### config.mk
export PLATFORM = sky130hd
export DESIGN_NAME = sub_borrow_pipe
export DESIGN_NICKNAME = d
export VERILOG_FILES = /design/src/rtl/sub_borrow_pipe.sv
export SDC_FILE = /design/constraint.sdc
export NUM_CORES = 1
export LEC_CHECK = 0
export CORE_MARGIN = 1.5
export CORE_UTILIZATION = 54
export DETAILED_ROUTE_END_ITERATION = 6
export GPL_TIMING_DRIVEN = 0
export PLACE_DENSITY = 0.89
export SYNTH_ARGS = -nofsm -noshare
export SYNTH_HDL_FRONTEND = slang
export SYNTH_SLANG_ARGS = --single-unit
### constraint.sdc
create_clock -name clk -period 3.6 [get_ports clk]
set_clock_uncertainty 0.15 [all_clocks]
set_input_delay 0.72 -clock clk [delete_from_list [all_inputs] [get_ports clk]]
set_output_delay 0.72 -clock clk [all_outputs]
set_load 0.03 [all_outputs]
### src/rtl/sub_borrow_pipe.sv
// Two-stage pipelined WIDTH-bit subtractor (diff = a - b - borrow_in) with borrow
// chaining across the beats of a multi-word transfer, plus running zero and signed-overflow flags.
module sub_borrow_pipe #(
    parameter int WIDTH = 8
) (
    input  logic             clk,
    input  logic             rst_n,
    input  logic             in_valid,
    output logic             in_ready,
    input  logic [WIDTH-1:0] a,
    input  logic [WIDTH-1:0] b,
    input  logic             bin,
    input  logic             first,
    input  logic             last,
    output logic             out_valid,
    input  logic             out_ready,
    output logic [WIDTH-1:0] diff,
    output logic             bout,
    output logic             out_last,
    output logic             zero,
    output logic             ovf
);

    typedef struct packed {
        logic [WIDTH-1:0] diff;
        logic             bout;
        logic             first;
        logic             last;
        logic             ovf_raw;
    } s1_t;

    logic             r_s1_valid;
    s1_t              r_s1;
    logic             r_chain_borrow;
    logic             r_out_valid;
    logic [WIDTH-1:0] r_diff;
    logic             r_bout;
    logic             r_out_last;
    logic             r_zero;
    logic             r_ovf;
    logic             r_zacc;

    logic             w_accept;
    logic             w_s2_load;
    logic             w_borrow_in;
    logic [WIDTH:0]   w_sub;
    s1_t              w_s1_next;
    logic             w_zero;

    // Stage 1 may refill in the same cycle it hands its beat to stage 2.
    assign in_ready  = !r_s1_valid || !r_out_valid || out_ready;
    assign w_accept  = in_valid && in_ready;
    assign w_s2_load = r_s1_valid && (!r_out_valid || out_ready);

    // NOTE: every signal written here gets a value on all paths, defaults first, so no latch is inferred.
    always_comb begin
        w_s1_next         = '0;
        w_borrow_in       = first ? bin : r_chain_borrow;
        w_sub             = {1'b0, a} - {1'b0, b} - {{WIDTH{1'b0}}, w_borrow_in};
        w_s1_next.diff    = w_sub[WIDTH-1:0];
        w_s1_next.bout    = w_sub[WIDTH];
        w_s1_next.first   = first;
        w_s1_next.last    = last;
        w_s1_next.ovf_raw = (a[WIDTH-1] != b[WIDTH-1]) && (w_sub[WIDTH-1] != a[WIDTH-1]);
        w_zero            = (r_s1.first ? 1'b1 : r_zacc) && (r_s1.diff == '0);
    end

    // NOTE: sequential state uses non-blocking assignments so every flop samples pre-edge values.
    always_ff @(posedge clk or negedge rst_n) begin
        if (!rst_n) begin
            r_s1_valid     <= 1'b0;
            r_s1           <= '0;
            r_chain_borrow <= 1'b0;
        end else if (w_accept) begin
            r_s1_valid     <= 1'b1;
            r_s1           <= w_s1_next;
            r_chain_borrow <= w_s1_next.bout;
        end else if (w_s2_load) begin
            r_s1_valid     <= 1'b0;
        end
    end

    // The zero accumulator re-arms after the last word so the next transfer starts clean.
    always_ff @(posedge clk or negedge rst_n) begin
        if (!rst_n) begin
            r_out_valid <= 1'b0;
            r_diff      <= '0;
            r_bout      <= 1'b0;
            r_out_last  <= 1'b0;
            r_zero      <= 1'b0;
            r_ovf       <= 1'b0;
            r_zacc      <= 1'b1;
        end else if (w_s2_load) begin
            r_out_valid <= 1'b1;
            r_diff      <= r_s1.diff;
            r_bout      <= r_s1.bout;
            r_out_last  <= r_s1.last;
            r_zero      <= w_zero;
            r_ovf       <= r_s1.last && r_s1.ovf_raw;
            r_zacc      <= r_s1.last ? 1'b1 : w_zero;
        end else if (out_ready) begin
            r_out_valid <= 1'b0;
        end
    end

    assign out_valid = r_out_valid;
    assign diff      = r_diff;
    assign bout      = r_bout;
    assign out_last  = r_out_last;
    assign zero      = r_zero;
    assign ovf       = r_ovf;

endmodule

==> summary.txt <==
Die
  – Ports: 37
  – Starting Density: 0.579
  – Die Y: 57.8 um
  – Die area: 3340 um2
  – Row count: 19
  – Die Width: 57.8 um
  – Core Region: 2810 um2

Critical path
  – Startpoint type of the worst setup path: input port
  – Worst setup EP type: flip-flop
  – CP max FO: 3
  – CP startpoint: first
  – Worst reg2reg endpoint: r_chain_borrow$_DFFE_PN0P_
  – FF-to-FF path depth: 7
  – CP arrival: 3.40 ns
  – R2r startpoint: r_chain_borrow$_DFFE_PN0P_
  – Critical Path Sink: r_chain_borrow$_DFFE_PN0P_
  – Reg-to-reg setup timing slack: 0.83 ns
  – Critical path class: in2reg
  – WP data required: 3.70 ns

Pwr
  – Sw Ratio: 0.373
  – Internal: 0.000652 W
  – Net Switching: 0.000388 W
  – Comb power frac: 0.454
  – Pwr dens: 507 nW/um2
  – Leak pwr: 0.946 nW
  – Clk pwr share: 0.122
  – Sequential share of power: 0.424
  – Max IR drop VDD: 215 uV

Routing
  – Routed WL per cell: 14.7 um
  – DRC errors left: 3
  – Initial drt markers: 51
  – Vias per cell: 5.80
  – DRT Pass-1 Iters: 7
  – Antenna-violating nets left: 0
  – WL final: 3310 um
  – Total number of vias: 1310

Timing
  – Setup violators final: 0
  – Period utilization: 0.917
  – Final Max Slew Viols: 0
  – Fin Hold WS: 0.360 ns
  – Min cycle time layout: 3.30 ns
  – Relative slew slack: 0.250
  – Max Clock Freq: 0.303 GHz
  – Worst-Margin Slew: 1.12 ns
  – Final Hold Violating Endpoints: 0
  – RSZ-0062 raised after global routing: false
  – Setup TNS: 0 ns

Synthesis
  – Syn Inst Count: 155
  – Syn nets: 194
  – Seq/Total Area, Yosys: 0.417
  – FFs w/ async S/R, synth: 1.00
  – Top cell type's share of synthesized area: 0.401
  – Most used DFF post-synth: dfrtp_1
  – Yosys cell types: 41
  – Top cells by area, synth: dfrtp_1 40%, ha_1 11%, mux2_2 8.3%, inv_1 4.9%, nand2_1 4.4%
  – Synth warn: 0
  – Synthesized area per cell: 10.5 um2
  – Flops & latches, synth: 27
  – Post-synth EDFFs: 0
  – Syn Std Cell Area: 1620 um2
  – Yosys top cell by area: dfrtp_1

Status
  – Failing checks: DRC
  – Status: finished, violations left

Worst hold path
  – Min-Delay Path Class: reg2reg

Flow run
  – MaxCap Viol Count: 0

Clock network
  – Clock Tree Root: clkbuf_4
  – Clk slew on worst S/H paths: 0.14 ns
  – Worst-Skew Late Latency: 0.31 ns
  – Clock Tree Buf Depth: 2
  – H-tree Lvls: 1
  – Post-CTS Resized: 0
  – Cts bufs inserted: 3
  – CTS tree: yes
  – # Post-CTS Setup Buffers: 0
  – Clock sink total: 27
  – Cts-stage hold buffer count: 0

Global routing
  – Global route overflow: 0
  – Vias in the first global route: 1348
  – Largest net degree at the start of global routing: 28
  – Gr usage total: 0.218
  – First-pass GRT wire length: 5660 um
  – Initial antenna violation count: 0

Placement
  – GP Congestion: 0.825
  – IO Port Bufs: 36
  – Final HPWL from detailed placement: 2770 um

Cells and area
  – Antenna diodes: 0
  – Fillers: 225
  – Synth-to-layout area growth: 26.2%
  – Ratio of cells with drive above 1 in the final layout: 0.133
  – Layout Utilization: 0.730
  – NumNets Final: 235
worst max-delay path, stage by stage:
cell and delay [ns]:
clkdlybuf4s50_1 0.51, mux2i_1 0.12, fa_1 0.43, fa_1 0.42
nand2b_1 0.21, a2111oi_0 0.56, o311ai_0 0.27, o211ai_1 0.15
kinds of logic after synthesis:
group / synth area share
AND/OR/NAND/NOR: 0.118
AO/OA/AOI/OAI: 0.158
flip-flops: 0.417
buffers and inverters: 0.0578
adder cells (fa/ha/maj): 0.133
multiplexers: 0.0894
XOR/XNOR: 0.0270
synth_stat cells, drive strengths merged (2+ instances only):
cell type,instances
and3,2
a2111oi,2
inv,21
o211ai,4
nand3,4
ha,14
dfrtp,26
o21ai,7
mux2,12
o31ai,2
xnor2,4
a21o,3
a21oi,5
nand2b,4
nand2,19
fa,2
buf,3
sequential cells by signal, summed over array words and instances (netlist names):
name            flops
bout                1
out_valid           1
r_zacc              1
diff                8
r_s1               11
out_last            1
r_s1_valid          1
ovf                 1
r_chain_borrow      1
zero                1
area by class of cell:
cell class | count | area, um2 | share of cell area
Buffer | 3 | 15.0 | 0.00733
Multi-Input combinational cell | 104 | 852 | 0.416
Inverter | 21 | 78.8 | 0.0385
Clock buffer | 4 | 26.3 | 0.0128
Tap cell | 31 | 38.8 | 0.0189
Timing Repair Buffer | 36 | 360 | 0.176
Sequential cell | 27 | 677 | 0.330
through the flow:
stage | cells | cell area, um2 | power [W] | worst slack, ns
3_3_place_gp | 222 | 2020 | 0.000886 | 0.0425
5_1_grt | 226 | 2050 | 0.00110 | 0.217
2_1_floorplan | 155 | 1620 | 0.000728 | 0.776
6_report | 226 | 2050 | 0.00104 | 0.298
3_5_place_dp | 222 | 2020 | 0.000920 | 0.0180
4_1_cts | 226 | 2050 | 0.00104 | 0.339
routing by layer:
metal / vias to the layer above / GRT usage / wire length (um)
li1: 624 / - / -
met1: 631 / 0.245 / 1370
met2: 47 / 0.409 / 1720
met3: 8 / 0.0223 / 157
met4: 0 / 0.0997 / 70
met5: - / 0 / 0
worst min path at each step:
stage                     cells past startpoint  slack (ns)                from                 end
after floorplan                               0        0.27               rst_n    bout$_DFFE_PN0P_
after global placement                        2        0.31    zero$_DFFE_PN0P_    zero$_DFFE_PN0P_
after detailed placement                      2        0.33    zero$_DFFE_PN0P_    zero$_DFFE_PN0P_
after CTS                                     2        0.36  r_zacc$_DFFE_PN1P_  r_zacc$_DFFE_PN1P_
after global routing                          2        0.38  r_zacc$_DFFE_PN1P_  r_zacc$_DFFE_PN1P_
final                                         2        0.36    zero$_DFFE_PN0P_    zero$_DFFE_PN0P_
placed cells by master (no fill, tap or decap), types with 5 or more instances in the layout:
master and instances:
mux2_2 12, nand2_1 19, o21ai_0 7, dfrtp_1 26, inv_1 21, a21oi_1 5
clkdlybuf4s50_1 36, ha_1 14
power by group through the flow:
stage          logic (W)  clock network (W)  registers, W
2_1_floorplan   0.000204                  0      0.000524
6_report        0.000472           0.000127      0.000441
4_1_cts         0.000473           0.000126      0.000441
5_1_grt         0.000508           0.000136      0.000452
3_5_place_dp    0.000472                  0      0.000448
3_3_place_gp    0.000447                  0      0.000439
Note: power is estimated with default switching activity, not from simulation.
==> variant 1 (same settings) <==
Put one more register stage on the output `ovf`, without a reset. The value now appears one clock later. The other outputs are not delayed to match.
--- a/src/rtl/sub_borrow_pipe.sv
+++ b/src/rtl/sub_borrow_pipe.sv
@@ -108,7 +108,9 @@
     assign bout      = r_bout;
     assign out_last  = r_out_last;
     assign zero      = r_zero;
-    assign ovf       = r_ovf;
+    always_ff @(posedge clk) begin
+        ovf <= r_ovf;
+    end
 
 endmodule
 
Check against the original RTL: not equivalent (a bounded check fails within 4 cycles, from zero or initial values and one cycle with rst_n low).
==> variant 1 against the original RTL <==
- the run still ends with DRC left
- die area grew 1.2%
- total power is 7.4% higher
- area after synthesis is 1.2% higher
- sequential cell count is 1 higher
- wire length rose by 1.8%
- fmax decreased by 6.4%
- cell area rose by 2.3%
- setup slack worse by 0.22 ns
- clock power is 57% higher
- count of clock-buffer cells in the layout shrank 1
- critical endpoint unchanged
- largest power group unchanged
==> variant 1: results (changes against the original RTL) <==
run_status: "complete, but fails checks"  # unchanged
failed_checks: "DRC"  # unchanged
detail_route.drc_violations: 4  # was 3
regToRegSetupSlack_ns: 0.61  # was 0.83 ns
grt_pass1_wl_um: 5910  # was 5660 um
postRouteWirelength_um: 3370  # was 3310 um
powerSeq_uw: 453  # was 441 uW
finalNonFillerCells: 227  # was 226
post_route_cells_drive_above_1_share_pct: 13.8  # was 13.3%
h-tree-depth: 1  # unchanged
layout.buffer.nonclock.area_share_pct: 17.9  # was 18.3%
synth-compound-area-share_pct: 15.6  # was 15.8%
synth_xor_xnor_area_share_pct: 2.67  # was 2.70%
hpwl_um: 2820  # was 2770 um
clockNetworkAreaShare_pct: 2.51  # was 1.28%
power_switching_share_pct: 34.3  # was 37.3%
post_cts_resized: 0  # unchanged
tightestPinTransition_ns: 1.14  # was 1.12 ns
antenna_found_initial: 0  # unchanged
synth_commonest_cells: "26 x sky130_fd_sc_hd__dfrtp_1, 21 x sky130_fd_sc_hd__inv_1, 19 x sky130_fd_sc_hd__nand2_1"  # unchanged
post_cts_setup_buffer_count: 0  # unchanged
global_routing_met2_resource_utilization_pct: 42.5  # was 40.9%
combinationalPowerShare_pct: 41.5  # was 45.4%
synth_adder_area_share_pct: 13.1  # was 13.3%
ir_drop_mv: 0.218  # was 0.215 mV
n_clock_buffer: 3  # was 4
syn-instance-count: 156  # was 155
first_global_vias: 1334  # was 1348
met1_length_um: 1290  # was 1370 um
met3_wirelength_um: 144  # was 157 um
globalRouteTotalUtil_pct: 23.1  # was 21.8%
cell_total_after_placement: 223  # was 222
power.share.sequential_pct: 40.6  # was 42.4%
total_leakage_power_uw: 0.000967  # was 0.000946 uW
crit-reg2reg-launch: "r_chain_borrow"  # unchanged
seq-cell-share_pct: 33.3  # was 33.0%
met3_usage_pct: 1.56  # was 2.23%
ys_seq_area_share_pct: 42.4  # was 41.7%
avgViaCountPerCell: 5.66  # was 5.80
synth_async_sr_flop_share_pct: 96.4  # was 100%
critical-path-top-delay-family: "compound AO/OA/AOI/OAI gates"  # unchanged
globalRouteMet1Util_pct: 26.6  # was 24.5%
finish.net_count: 236  # was 235
cts.sink_count: 28  # was 27
place_congestion: 0.894  # was 0.825
routed-wl-met2_um: 1850  # was 1720 um
synth.area.mux_share_pct: 8.83  # was 8.94%
cpPeakStageDelay_ns: 0.78  # was 0.56 ns
first_iter_violations: 38  # was 51
## variant 1: cell count changes after synthesis
cell,change
sky130_fd_sc_hd__dfxtp_1,+1
## variant 1: stage by stage
step | setup WS, ns | setup TNS, ns | cell area (sq um)
after global placement | -0.0355 | -0.0355 | 2040
after detailed placement | -0.171 | -0.171 | 2040
after CTS | 0.183 | 0 | 2090
after global routing | 0.0130 | 0 | 2090
after floorplan | 0.776 | 0 | 1640
final | 0.0739 | 0 | 2090
## variant 1: kinds of logic after synthesis
logic type      after synthesis
mux                          13
buf+inv                      24
xor+xnor                      5
simple gates                 38
compound gates               32
fa+ha+maj                    16
flops                        28
## variant 1: how the worst min path moves through the flow
stage	start	end	slack (ns)	cells past startpoint
floorplan	r_ovf	ovf	0.20	0
finish	r_ovf	ovf	0.25	0
CTS	r_ovf	ovf	0.26	0
global route	r_ovf	ovf	0.27	0
global placement	r_ovf	ovf	0.21	0
detailed placement	r_ovf	ovf	0.22	0
==> variant 2 (same settings) <==
Made on the original files. Set the parameter `WIDTH` to 7 (it was 8).
--- a/src/rtl/sub_borrow_pipe.sv
+++ b/src/rtl/sub_borrow_pipe.sv
@@ -1,7 +1,7 @@
 // Two-stage pipelined WIDTH-bit subtractor (diff = a - b - borrow_in) with borrow
 // chaining across the beats of a multi-word transfer, plus running zero and signed-overflow flags.
 module sub_borrow_pipe #(
-    parameter int WIDTH = 8
+    parameter int WIDTH = 7
 ) (
     input  logic             clk,
     input  logic             rst_n,
Interface: changed (resized a, b and diff); port bits go from 37 to 34. No check against the original RTL was run, so the function may have changed too.
==> variant 2 against the original RTL <==
- worst hold slack worse by 0.00088 ns
- wire length is 17% lower
- sequential cell count is 2 lower
- area after synthesis is 12% lower
- cell area is 11% lower
- first-iteration DRC count is 73% lower
- setup slack better by 0.39 ns
- total power is 10% lower
- largest cell class unchanged
==> variant 2: results (changes against the original RTL) <==
ys_seq_area_share_pct: 43.7  # was 41.7%
hpwl_um: 2320  # was 2770 um
regArea_sq_um: 627  # was 677 sq um
ir_drop_mv: 0.417  # was 0.215 mV
critical_path.slowest_cell: "sky130_fd_sc_hd__clkdlybuf4s50_1"  # was sky130_fd_sc_hd__a2111oi_0
layout.buffer.nonclock.area_share_pct: 19.8  # was 18.3%
run_status: "completed"  # was complete, but fails checks
synth_top_cells_by_area: "sky130_fd_sc_hd__dfrtp_1 42%, sky130_fd_sc_hd__ha_1 10%, sky130_fd_sc_hd__mux2_2 7.1%, sky130_fd_sc_hd__nand2_1 5.5%, sky130_fd_sc_hd__inv_1 5.0%"  # was sky130_fd_sc_hd__dfrtp_1 40%, sky130_fd_sc_hd__ha_1 11%, sky130_fd_sc_hd__mux2_2 8.3%, sky130_fd_sc_hd__inv_1 4.9%, sky130_fd_sc_hd__nand2_1 4.4%
met1_length_um: 1090  # was 1370 um
place_area_sq_um: 1800  # was 2020 sq um
dr_total_vias: 1135  # was 1310
grt_pass1_wl_um: 4510  # was 5660 um
multiInputGateArea_sq_um: 704  # was 852 sq um
met3_wirelength_um: 113  # was 157 um
worst-endpoint-arrival_ns: 2.99  # was 3.40 ns
routed-wl-met2_um: 1470  # was 1720 um
total_leakage_power_uw: 0.000868  # was 0.000946 uW
power.share.sequential_pct: 43.5  # was 42.4%
critical-path-top-delay-family: "adder cells"  # was compound AO/OA/AOI/OAI gates
finalNonFillerCells: 208  # was 226
globalRouteTotalUtil_pct: 21.6  # was 21.8%
n_clock_buffer: 3  # was 4
multi_input_cells: 94  # was 104
first_iter_violations: 14  # was 51
grt_start_max_net_pins: 26  # was 28
regToRegSetupSlack_ns: 1.22  # was 0.83 ns
synth_xor_xnor_area_share_pct: 4.28  # was 2.70%
ys_seq_elements: 25  # was 27
signal_buffers: 36  # was 39
globalRouteMet1Util_pct: 22.5  # was 24.5%
synth.area.mux_share_pct: 7.77  # was 8.94%
combinationalPowerShare_pct: 43.2  # was 45.4%
post_route_cells_drive_above_1_share_pct: 10.7  # was 13.3%
first_pass_iteration_count_of_the_detailed_router: 4  # was 7
inverters_excl_clock: 19  # was 21
holdWs_ns: 0.359  # was 0.360 ns
synth_commonest_cells: "24 x sky130_fd_sc_hd__dfrtp_1, 21 x sky130_fd_sc_hd__nand2_1, 19 x sky130_fd_sc_hd__inv_1"  # was 26 x sky130_fd_sc_hd__dfrtp_1, 21 x sky130_fd_sc_hd__inv_1, 19 x sky130_fd_sc_hd__nand2_1
global_routing_met2_resource_utilization_pct: 41.0  # was 40.9%
-- variant 2: cell types whose count changed after synthesis, moves of 2 or more --
| cell | delta |
|---|---|
| sky130_fd_sc_hd__ha_1 | -2 |
| sky130_fd_sc_hd__o21a_1 | +3 |
| sky130_fd_sc_hd__inv_1 | -2 |
| sky130_fd_sc_hd__a21o_2 | -2 |
| sky130_fd_sc_hd__o21ai_0 | +5 |
| sky130_fd_sc_hd__nand3_1 | -3 |
| sky130_fd_sc_hd__nor3_1 | +2 |
| sky130_fd_sc_hd__dfrtp_1 | -2 |
| sky130_fd_sc_hd__mux2_2 | -3 |
| sky130_fd_sc_hd__nand2_1 | +2 |
| sky130_fd_sc_hd__and3_1 | -2 |
| sky130_fd_sc_hd__buf_2 | -2 |
| sky130_fd_sc_hd__or2b_1 | +2 |
-- variant 2: worst min-delay path, delay by kind of cell (launching register included) --
family          cells  cell delay, ns
flops               1            0.37
compound gates      1            0.07
simple gates        1            0.05
